===== src/rtl/instr_fetch_unit_if.sv =====
// rtl/instr_fetch_unit_if.sv - control, program-load and instruction-issue bundle of instr_fetch_unit
interface instr_fetch_unit_if;
  logic        start;
  logic        loaden;
  logic [6:0]  loadaddr;
  logic [31:0] loaddata;
  logic        aluzero;
  logic [31:0] instrword;
  logic        newinstr;
  logic [31:0] pc;
  logic        running;
  logic        halted;
  logic        fault;

  modport master (
    output start, loaden, loadaddr, loaddata, aluzero,
    input  instrword, newinstr, pc, running, halted, fault
  );

  modport slave (
    input  start, loaden, loadaddr, loaddata, aluzero,
    output instrword, newinstr, pc, running, halted, fault
  );
endinterface


===== src/rtl/instr_fetch_unit.sv =====
// rtl/instr_fetch_unit.sv - PC register, instruction memory and beq/j next-PC logic for mipscpu
// Optional bne decode is enabled by defining BNE_EN.
module instr_fetch_unit #(
  parameter int          IMEM_DEPTH  = 128,
  parameter int          EXEC_CYCLES = 4,
  parameter logic [31:0] RESET_PC    = 32'h0
) (
  input  logic             clock,
  input  logic             reset,
  instr_fetch_unit_if.slave bus
);

  localparam int          AW      = $clog2(IMEM_DEPTH);
  localparam int          CW      = (EXEC_CYCLES > 1) ? $clog2(EXEC_CYCLES) : 1;
  localparam logic [29:0] DEPTH_W = 30'(IMEM_DEPTH);

  localparam logic [2:0] S_IDLE    = 3'd0;
  localparam logic [2:0] S_FETCH   = 3'd1;
  localparam logic [2:0] S_ISSUE   = 3'd2;
  localparam logic [2:0] S_EXECUTE = 3'd3;
  localparam logic [2:0] S_UPDATE  = 3'd4;
  localparam logic [2:0] S_HALT    = 3'd5;

  localparam logic [5:0] OP_J    = 6'h02;
  localparam logic [5:0] OP_BEQ  = 6'h04;
  localparam logic [5:0] OP_BNE  = 6'h05;
  localparam logic [5:0] OP_HALT = 6'h3F;

  logic [2:0]    state;
  logic [31:0]   pc_q;
  logic [31:0]   instr_q;
  logic          newinstr_q;
  logic          fault_q;
  logic          zreg;
  logic [CW-1:0] cnt;

  logic [31:0] imem [IMEM_DEPTH];

  logic        load_ok;
  logic        fetch_ok;
  logic [31:0] fetch_word;
  logic [5:0]  opcode;
  logic [31:0] pc4;
  logic [31:0] br_off;
  logic        take_br;
  logic [31:0] next_pc;

  assign load_ok    = bus.loaden && (state == S_IDLE || state == S_HALT);
  assign fetch_ok   = (pc_q[1:0] == 2'b00) && (pc_q[31:2] < DEPTH_W);
  assign fetch_word = imem[pc_q[AW+1:2]];
  assign opcode     = instr_q[31:26];

  // Memory has no reset so a program survives a mid-run reset.
  always_ff @(posedge clock) begin
    if (load_ok && reset) begin
      imem[bus.loadaddr[AW-1:0]] <= bus.loaddata;
    end
  end

  assign pc4    = pc_q + 32'd4;
  assign br_off = {{14{instr_q[15]}}, instr_q[15:0], 2'b00};

  always_comb begin
    take_br = (opcode == OP_BEQ) && zreg;
`ifdef BNE_EN
    if ((opcode == OP_BNE) && !zreg) begin
      take_br = 1'b1;
    end
`endif
  end

  always_comb begin
    next_pc = pc4;
    if (take_br) begin
      next_pc = pc4 + br_off;
    end else if (opcode == OP_J) begin
      next_pc = {pc4[31:28], instr_q[25:0], 2'b00};
    end
  end

  always_ff @(posedge clock or negedge reset) begin
    if (!reset) begin
      state      <= S_IDLE;
      pc_q       <= RESET_PC;
      instr_q    <= 32'h0;
      newinstr_q <= 1'b0;
      fault_q    <= 1'b0;
      zreg       <= 1'b0;
      cnt        <= '0;
    end else begin
      newinstr_q <= 1'b0;
      case (state)
        S_IDLE: begin
          if (bus.start) begin
            state <= S_FETCH;
          end
        end
        S_FETCH: begin
          if (!fetch_ok) begin
            fault_q <= 1'b1;
            state   <= S_HALT;
          end else begin
            instr_q <= fetch_word;
            if (fetch_word[31:26] == OP_HALT) begin
              state <= S_HALT;
            end else begin
              // Registered so the pulse lines up exactly with the ISSUE cycle.
              newinstr_q <= 1'b1;
              state      <= S_ISSUE;
            end
          end
        end
        S_ISSUE: begin
          cnt   <= CW'(EXEC_CYCLES - 1);
          state <= S_EXECUTE;
        end
        S_EXECUTE: begin
          if (cnt == '0) begin
            zreg  <= bus.aluzero;
            state <= S_UPDATE;
          end else begin
            cnt <= cnt - 1'b1;
          end
        end
        S_UPDATE: begin
          pc_q  <= next_pc;
          state <= S_FETCH;
        end
        S_HALT: begin
          if (bus.start) begin
            pc_q    <= RESET_PC;
            fault_q <= 1'b0;
            state   <= S_FETCH;
          end
        end
        default: state <= S_IDLE;
      endcase
    end
  end

  assign bus.instrword = instr_q;
  assign bus.newinstr  = newinstr_q;
  assign bus.pc        = pc_q;
  assign bus.fault     = fault_q;
  assign bus.running   = (state == S_FETCH) || (state == S_ISSUE) ||
                         (state == S_EXECUTE) || (state == S_UPDATE);
  assign bus.halted    = (state == S_HALT);

endmodule


===== src/flat_wrapper.sv =====
// flat-port wrapper written by rule: the top's interface ports become plain ports
module instr_fetch_unit_flat 
#(
  parameter int          IMEM_DEPTH  = 128,
  parameter int          EXEC_CYCLES = 4,
  parameter logic [31:0] RESET_PC    = 32'h0
)
  (clock, reset, bus_start, bus_loaden, bus_loadaddr, bus_loaddata, bus_aluzero, bus_instrword, bus_newinstr, bus_pc, bus_running, bus_halted, bus_fault);
  instr_fetch_unit_if bus_i ();
  input  logic clock;
  input  logic reset;
  input wire logic [$bits(bus_i.start)-1:0] bus_start;
  input wire logic [$bits(bus_i.loaden)-1:0] bus_loaden;
  input wire logic [$bits(bus_i.loadaddr)-1:0] bus_loadaddr;
  input wire logic [$bits(bus_i.loaddata)-1:0] bus_loaddata;
  input wire logic [$bits(bus_i.aluzero)-1:0] bus_aluzero;
  output wire logic [$bits(bus_i.instrword)-1:0] bus_instrword;
  output wire logic [$bits(bus_i.newinstr)-1:0] bus_newinstr;
  output wire logic [$bits(bus_i.pc)-1:0] bus_pc;
  output wire logic [$bits(bus_i.running)-1:0] bus_running;
  output wire logic [$bits(bus_i.halted)-1:0] bus_halted;
  output wire logic [$bits(bus_i.fault)-1:0] bus_fault;
  assign bus_i.start = bus_start;
  assign bus_i.loaden = bus_loaden;
  assign bus_i.loadaddr = bus_loadaddr;
  assign bus_i.loaddata = bus_loaddata;
  assign bus_i.aluzero = bus_aluzero;
  assign bus_instrword = bus_i.instrword;
  assign bus_newinstr = bus_i.newinstr;
  assign bus_pc = bus_i.pc;
  assign bus_running = bus_i.running;
  assign bus_halted = bus_i.halted;
  assign bus_fault = bus_i.fault;
  instr_fetch_unit #(.IMEM_DEPTH(IMEM_DEPTH), .EXEC_CYCLES(EXEC_CYCLES), .RESET_PC(RESET_PC)) u_core (.clock(clock), .reset(reset), .bus(bus_i));
endmodule

===== config.mk =====
export PLATFORM = sky130hd
export DESIGN_NAME = instr_fetch_unit_flat
export DESIGN_NICKNAME = d
export VERILOG_FILES = /design/src/rtl/instr_fetch_unit_if.sv /design/src/rtl/instr_fetch_unit.sv /design/src/flat_wrapper.sv
export SDC_FILE = /design/constraint.sdc
export NUM_CORES = 2
export LEC_CHECK = 0
export CAP_MARGIN = 20
export CORE_UTILIZATION = 55
export CTS_CLUSTER_DIAMETER = 30
export DETAILED_ROUTE_END_ITERATION = 6
export PLACE_DENSITY = 0.8
export SLEW_MARGIN = 10
export SYNTH_ARGS = -nofsm -noshare
export SYNTH_HDL_FRONTEND = slang
export SYNTH_SLANG_ARGS = --single-unit

===== constraint.sdc =====
create_clock -name clock -period 4.93 [get_ports clock]
set_clock_uncertainty 0.2 [all_clocks]
set_input_delay 0.986 -clock clock [delete_from_list [all_inputs] [get_ports clock]]
set_output_delay 0.986 -clock clock [all_outputs]
set_load 0.05 [all_outputs]

[After elaboration in Yosys (flattened, before gate mapping)]
Memories as Yosys holds them, arrays and structs flattened.
Index checks and enable logic that the tools add are counted.
Operators by class
  $add $sub $neg: 3
  $mul: 0
  divide/modulo/power cells: 0
  $lt $le $gt $ge: 1
  eq/ne operators: 13
  shift-type cells: 0
  mux-type cells: 19
  bitwise operators: 0
  reduce and logical (&&, ||, !) cells: 21
Operators by type and width (number)
  $mux 32: 2
  $pmux 32 s2: 1
  $add 32x3->32 const B: 1
  $add 32x32->32: 1
  $lt 30x8->1 const B: 1
  $mux 28: 1
  $pmux 3 s5: 1
  $mux 3: 4
  $reduce_and 2->1: 5
  $mux 1: 7
  $eq 3x2->1 const B: 2
  $eq 3x3->1 const B: 2
  $eq 6x2->1 const B: 1
  $eq 6x3->1 const B: 1
  $eq 6x6->1 const B: 1
  $ne 2x2->1 const B: 3
  $reduce_bool 2->1: 3
  $logic_and 1x1->1: 4
  $logic_not 2->1: 2
  $logic_or 1x1->1: 4
  $ne 2x1->1 const B: 2
  $pmux 2 s2: 1
  $eq 3x1->1 const B: 1
  $logic_not 3->1: 1
  other kinds (5): 5
Word-level totals
  flip-flop bits (word level): 72
  bits in latches: 0
  RAM bits: 4096
  memory bits (read-only): 0
  input bits: 44
  output and inout port bits: 68
  logic and storage cells: 65
  memories kept: 1
Memory list
  u_core.imem: words 128, width 32, read ports 1, clocked after Yosys merged registers in 0, write ports 1, RTL line instr_fetch_unit.sv:37  | logic [31:0] imem [IMEM_DEPTH];

[Depth between registers and ports, before layout]
  depth after elaboration: 6
  mapped depth: 19
  gate-level depth less buffers: 16

[Worst setup path after synthesis]
OpenSTA, ideal clock, no wires.
  path kind: register to register
  start point: register u_core.pc_q[4], in the netlist u_core.bus.pc[4]
  end point: register u_core.pc_q[24], in the netlist u_core.bus.pc[24]
  setup time: 120 ps
  arrival: 4257 ps
  required time: 4610 ps
  path slack: 352 ps
  stages on the path, launching flop included: 17
  path buffers: 6
  period minus slack after synthesis: 4578 ps
  cells stage by stage: dfrtp_1 -> buf_2 -> buf_4 -> buf_4 -> buf_2 -> buf_2 -> buf_2 -> xor2_1 -> ha_1 -> nor2b_1 -> o31a_1 -> o41a_1 -> a41oi_1 -> a21oi_1 -> o211a_1 -> or3_1 -> a31o_2
Between the ends
  longest elaborated chain between the ends: 4
  elaborated cells between the ends (all ways): 5
  classes of those cells: add/sub (2); mux (3)
RTL lines
  from (decl): RTL line instr_fetch_unit.sv:30  | logic [31:0] pc_q;
  from (signal assigned): RTL line instr_fetch_unit.sv:126  | pc_q <= next_pc;
  $add 32x3->32 *: RTL line instr_fetch_unit.sv:60  | assign pc4 = pc_q + 32'd4;
  $add 32x32->32 or $mux 28 (tied branches): RTL line instr_fetch_unit.sv:75, instr_fetch_unit.sv:76
  $mux 32 *: RTL line instr_fetch_unit.sv:74  | if (take_br) begin
  $pmux 32 s2 *: RTL line instr_fetch_unit.sv:92  | case (state)
Mark *: on every way between the ends. The rest lies on a longest branch, timed or not.
A chain may end at the register's enable or synchronous reset.

[Final worst setup path]
  start point: register u_core.pc_q[2], in the netlist u_core.bus.pc[2]
  end point: register u_core.state[2]
Between the ends
  longest elaborated chain between the ends: 5
  elaborated cells between the ends (all ways): 7
  classes of those cells: order compare (1); eq/ne (1); mux (3); reduce/logical (1); memory (1)
RTL lines
  $mem_v2 128x32
  $eq 6x6->1: RTL line instr_fetch_unit.sv:104  | if (fetch_word[31:26] == OP_HALT) begin
  $mux 3: RTL line instr_fetch_unit.sv:104
  $mux 3 *: RTL line instr_fetch_unit.sv:99  | if (!fetch_ok) begin
  $pmux 3 s5 *: RTL line instr_fetch_unit.sv:92
  to (signal assigned): RTL line instr_fetch_unit.sv:95  | state <= S_FETCH;
  to (signal assigned): RTL line instr_fetch_unit.sv:101  | state <= S_HALT;
  to (signal assigned): RTL line instr_fetch_unit.sv:105  | state <= S_HALT;
  to (decl): RTL line instr_fetch_unit.sv:29  | logic [2:0] state;
Marks and branches as above.

==> metrics.txt <==
status finished, violations left; failing checks DRC, setup timing; CP Capture Type flop; Worst slew margin 0.116; FF-to-FF Start u_core.bus.pc[2]; Max Clk Rate 201 MHz; Sink Count 4166; asr flop ratio synth 0.0168; die area 0.296 sq mm; vias per cell 7.60; Synth area leaders edfxtp_1 76%, mux4_2 17%, dfrtp_1 1.1%; Synth area leader edfxtp_1; Hold Crit Class reg2reg; startpoint types flop; setup violators final 3; Post-synth EDFFs 4096; grt ovf 0; Reg clk slew, reported paths 0.05 ns; Hold Path Origin u_core.bus.fault; YS warnings 0; total wire length 531000 um; vias in the first global route 89400; ANT nets after route 0; metal2 WL 245000 um; Critical Path Source u_core.bus.pc[2]; Final Hold Fails 0; uppermost routed layer met5; Peak VDD IR 0.729 mV; top_reg_cell synth edfxtp_1; Yosys top cell area share 0.762; CP max FO 32; fin worst setup slack -0.0378 ns; DRC Markers 5; maximum number of pins on one net before global-route repair 132; required time of the critical path 5.63 ns; HPWL Detailed 232000 um; fin area 0.190 sq mm; leading cell type in the layout, fill and taps excluded edfxtp_1; Layout area overhead 17.7%; Synth cell types 74; initial antenna violation count 57; Worst EP arrival 5.67 ns; Pleak 59.1 nW; router iterations before antenna repair 7; RSZ-0062 raised after global routing no; setup_tns -0.0821 ns; Crit Path Class reg2reg; first-pass GRT wire length 723000 um; GP Congestion 0.881; crit path time final 4.97 ns; Initial Util 0.554; crit path max-delay cell type mux2i_1; max-cap violation count 0; Design Power 111 mW; core area 0.292 sq mm; Syn Inst Count 6827; placed insts 10800; fraction of layout cells with a size suffix above 1 0.343; Rows 198; Final Instance Count excl. Fillers 11900; pwr/cell area 582 mW/mm^2; clock buffer depth 4; nets 7538; area of placed instances 0.171 sq mm; met3 wire len 82600 um; fin util 0.652; max incr delay on CP 0.69 ns; commonest cells after routing, fill and taps aside 4096 x edfxtp_1, 1248 x mux4_2, 585 x clkbuf_16, 198 x buf_4, 137 x buf_12; sequential area share after synthesis 0.772; DIE WIDTH 544 um; Clk Latency, worst-skew pair 0.99 ns; H-tree Lvls 6; Period Utilization, post-route 1.01; die span in y 544 um; num ports 112; CTS buffer count 572; DR WL/cell 44.8 um; Syn Std Cell Area 0.161 sq mm; gr usage total 0.357; syn_area_per_cell 23.7 sq um; CTS root buf clkbuf_16; CP Cell Sequence buf_12 > buf_12 > buf_4 > mux4_2 > mux2i_1 > mux2i_1 > a31oi_1 > a21oi_1 > nand3_1 > nor3_4 > o311a_1; IO Port Bufs 109; CTS tree built; DRT met1 WL 162000 um; Iteration-0 DRC Markers 19100; Yosys reg bits 4166; via count 90000; Slew Viols, Final 0; Tightest Pin Transition 1.33 ns
area by class of cell:
type	instances	area [sq um]
inverter	20	82.6
clock inverter	410	4560
sequential	4166	125000
antenna	25	62.6
clock buffer	635	14800
multi-input combinational	2281	35900
fill	16300	101000
timing repair buffer	416	5050
tap	3900	4880
through the flow:
step	setup WS (ns)	hold WS [ns]
after floorplan	0.352	0.294
after global placement	0.140	0.293
after detailed placement	0.249	0.309
after CTS	0.0804	0.323
after global routing	0.0597	0.363
final	-0.0378	0.329
Yosys cell counts (10+ instances only):
cell type / instances
o22ai_1: 29
nand2_1: 119
buf_2: 100
xor2_1: 19
nand2b_1: 10
a22oi_1: 35
edfxtp_1: 4096
inv_1: 20
clkbuf_1: 152
buf_4: 50
buf_1: 40
nor3_1: 22
xnor2_1: 29
nor2_1: 168
buf_6: 18
o21ai_1: 22
dfrtp_1: 70
a21o_1: 15
a221oi_1: 11
nor2b_1: 10
a21oi_1: 64
and2_1: 25
a211oi_1: 38
and3_1: 12
nand3_1: 36
nand4_1: 13
mux2i_1: 102
o211ai_1: 11
mux4_2: 1248
ha_1: 36
a21boi_0: 12
mux2_2: 24
o21ai_0: 62
per-layer routing:
metal,GRT usage,vias to the layer above
met3,0.117,2414
met4,0.233,32
met1,0.442,45600
li1,-,30900
met2,0.544,11100
met5,0.000649,-
critical path, delay by kind of cell (launching register included):
kind,cells,cell delay [ns]
flip-flops,1,0.51
multiplexers,3,1.12
AO/OA/AOI/OAI,3,1.03
AND/OR/NAND/NOR,2,0.82
buffers and inverters,3,1.11
cells by family after synthesis:
logic type      count (synthesis)  share of synthesized area
flops                        4166                      0.772
mux                          1374                      0.182
simple gates                  455                     0.0132
buf+inv                       381                     0.0117
compound gates                365                     0.0150
xor+xnor                       48                    0.00260
fa+ha+maj                      37                    0.00291
other cells                     1                  0.0000232
report_power, final:
group,internal (mW),total (mW),switching [mW]
logic,11.1,28.0,16.8
registers,39.2,39.9,0.688
clock network,25.4,42.9,17.5
total,75.7,111,35.0
path summary, 6_finish.rpt:
| check | cells after the start | endpoint | slack (ns) |
|---|---|---|---|
| max | 11 | u_core.state[2] | -0.04 |
| min | 2 | u_core.bus.fault | 0.33 |
| max reg2reg | 11 | u_core.state[2] | -0.04 |
| min reg2reg | 2 | u_core.bus.fault | 0.33 |
| max in group asynchronous | 3 | u_core.bus.pc[2] | 2.62 |
| min in group asynchronous | 2 | u_core.bus.pc[31] | 0.37 |
timing repair:
action | in CTS | in global routing
setup buffers | 0 | 0
endpoints found under the setup margin | 0 | 5
hold buffers | 1 | 0
gates resized for setup | 0 | 2
hold endpoints to repair | 22 | 0
flip-flops by register name (all words and copies together), names as in the netlist:
signal                count
u_core.zreg               1
u_core.bus.instrword     32
u_core.bus.fault          1
u_core.bus.newinstr       1
u_core.bus.pc            30
u_core.state              3
u_core.cnt                2
u_core.imem            4096
Power figures use the tool's default switching activity.
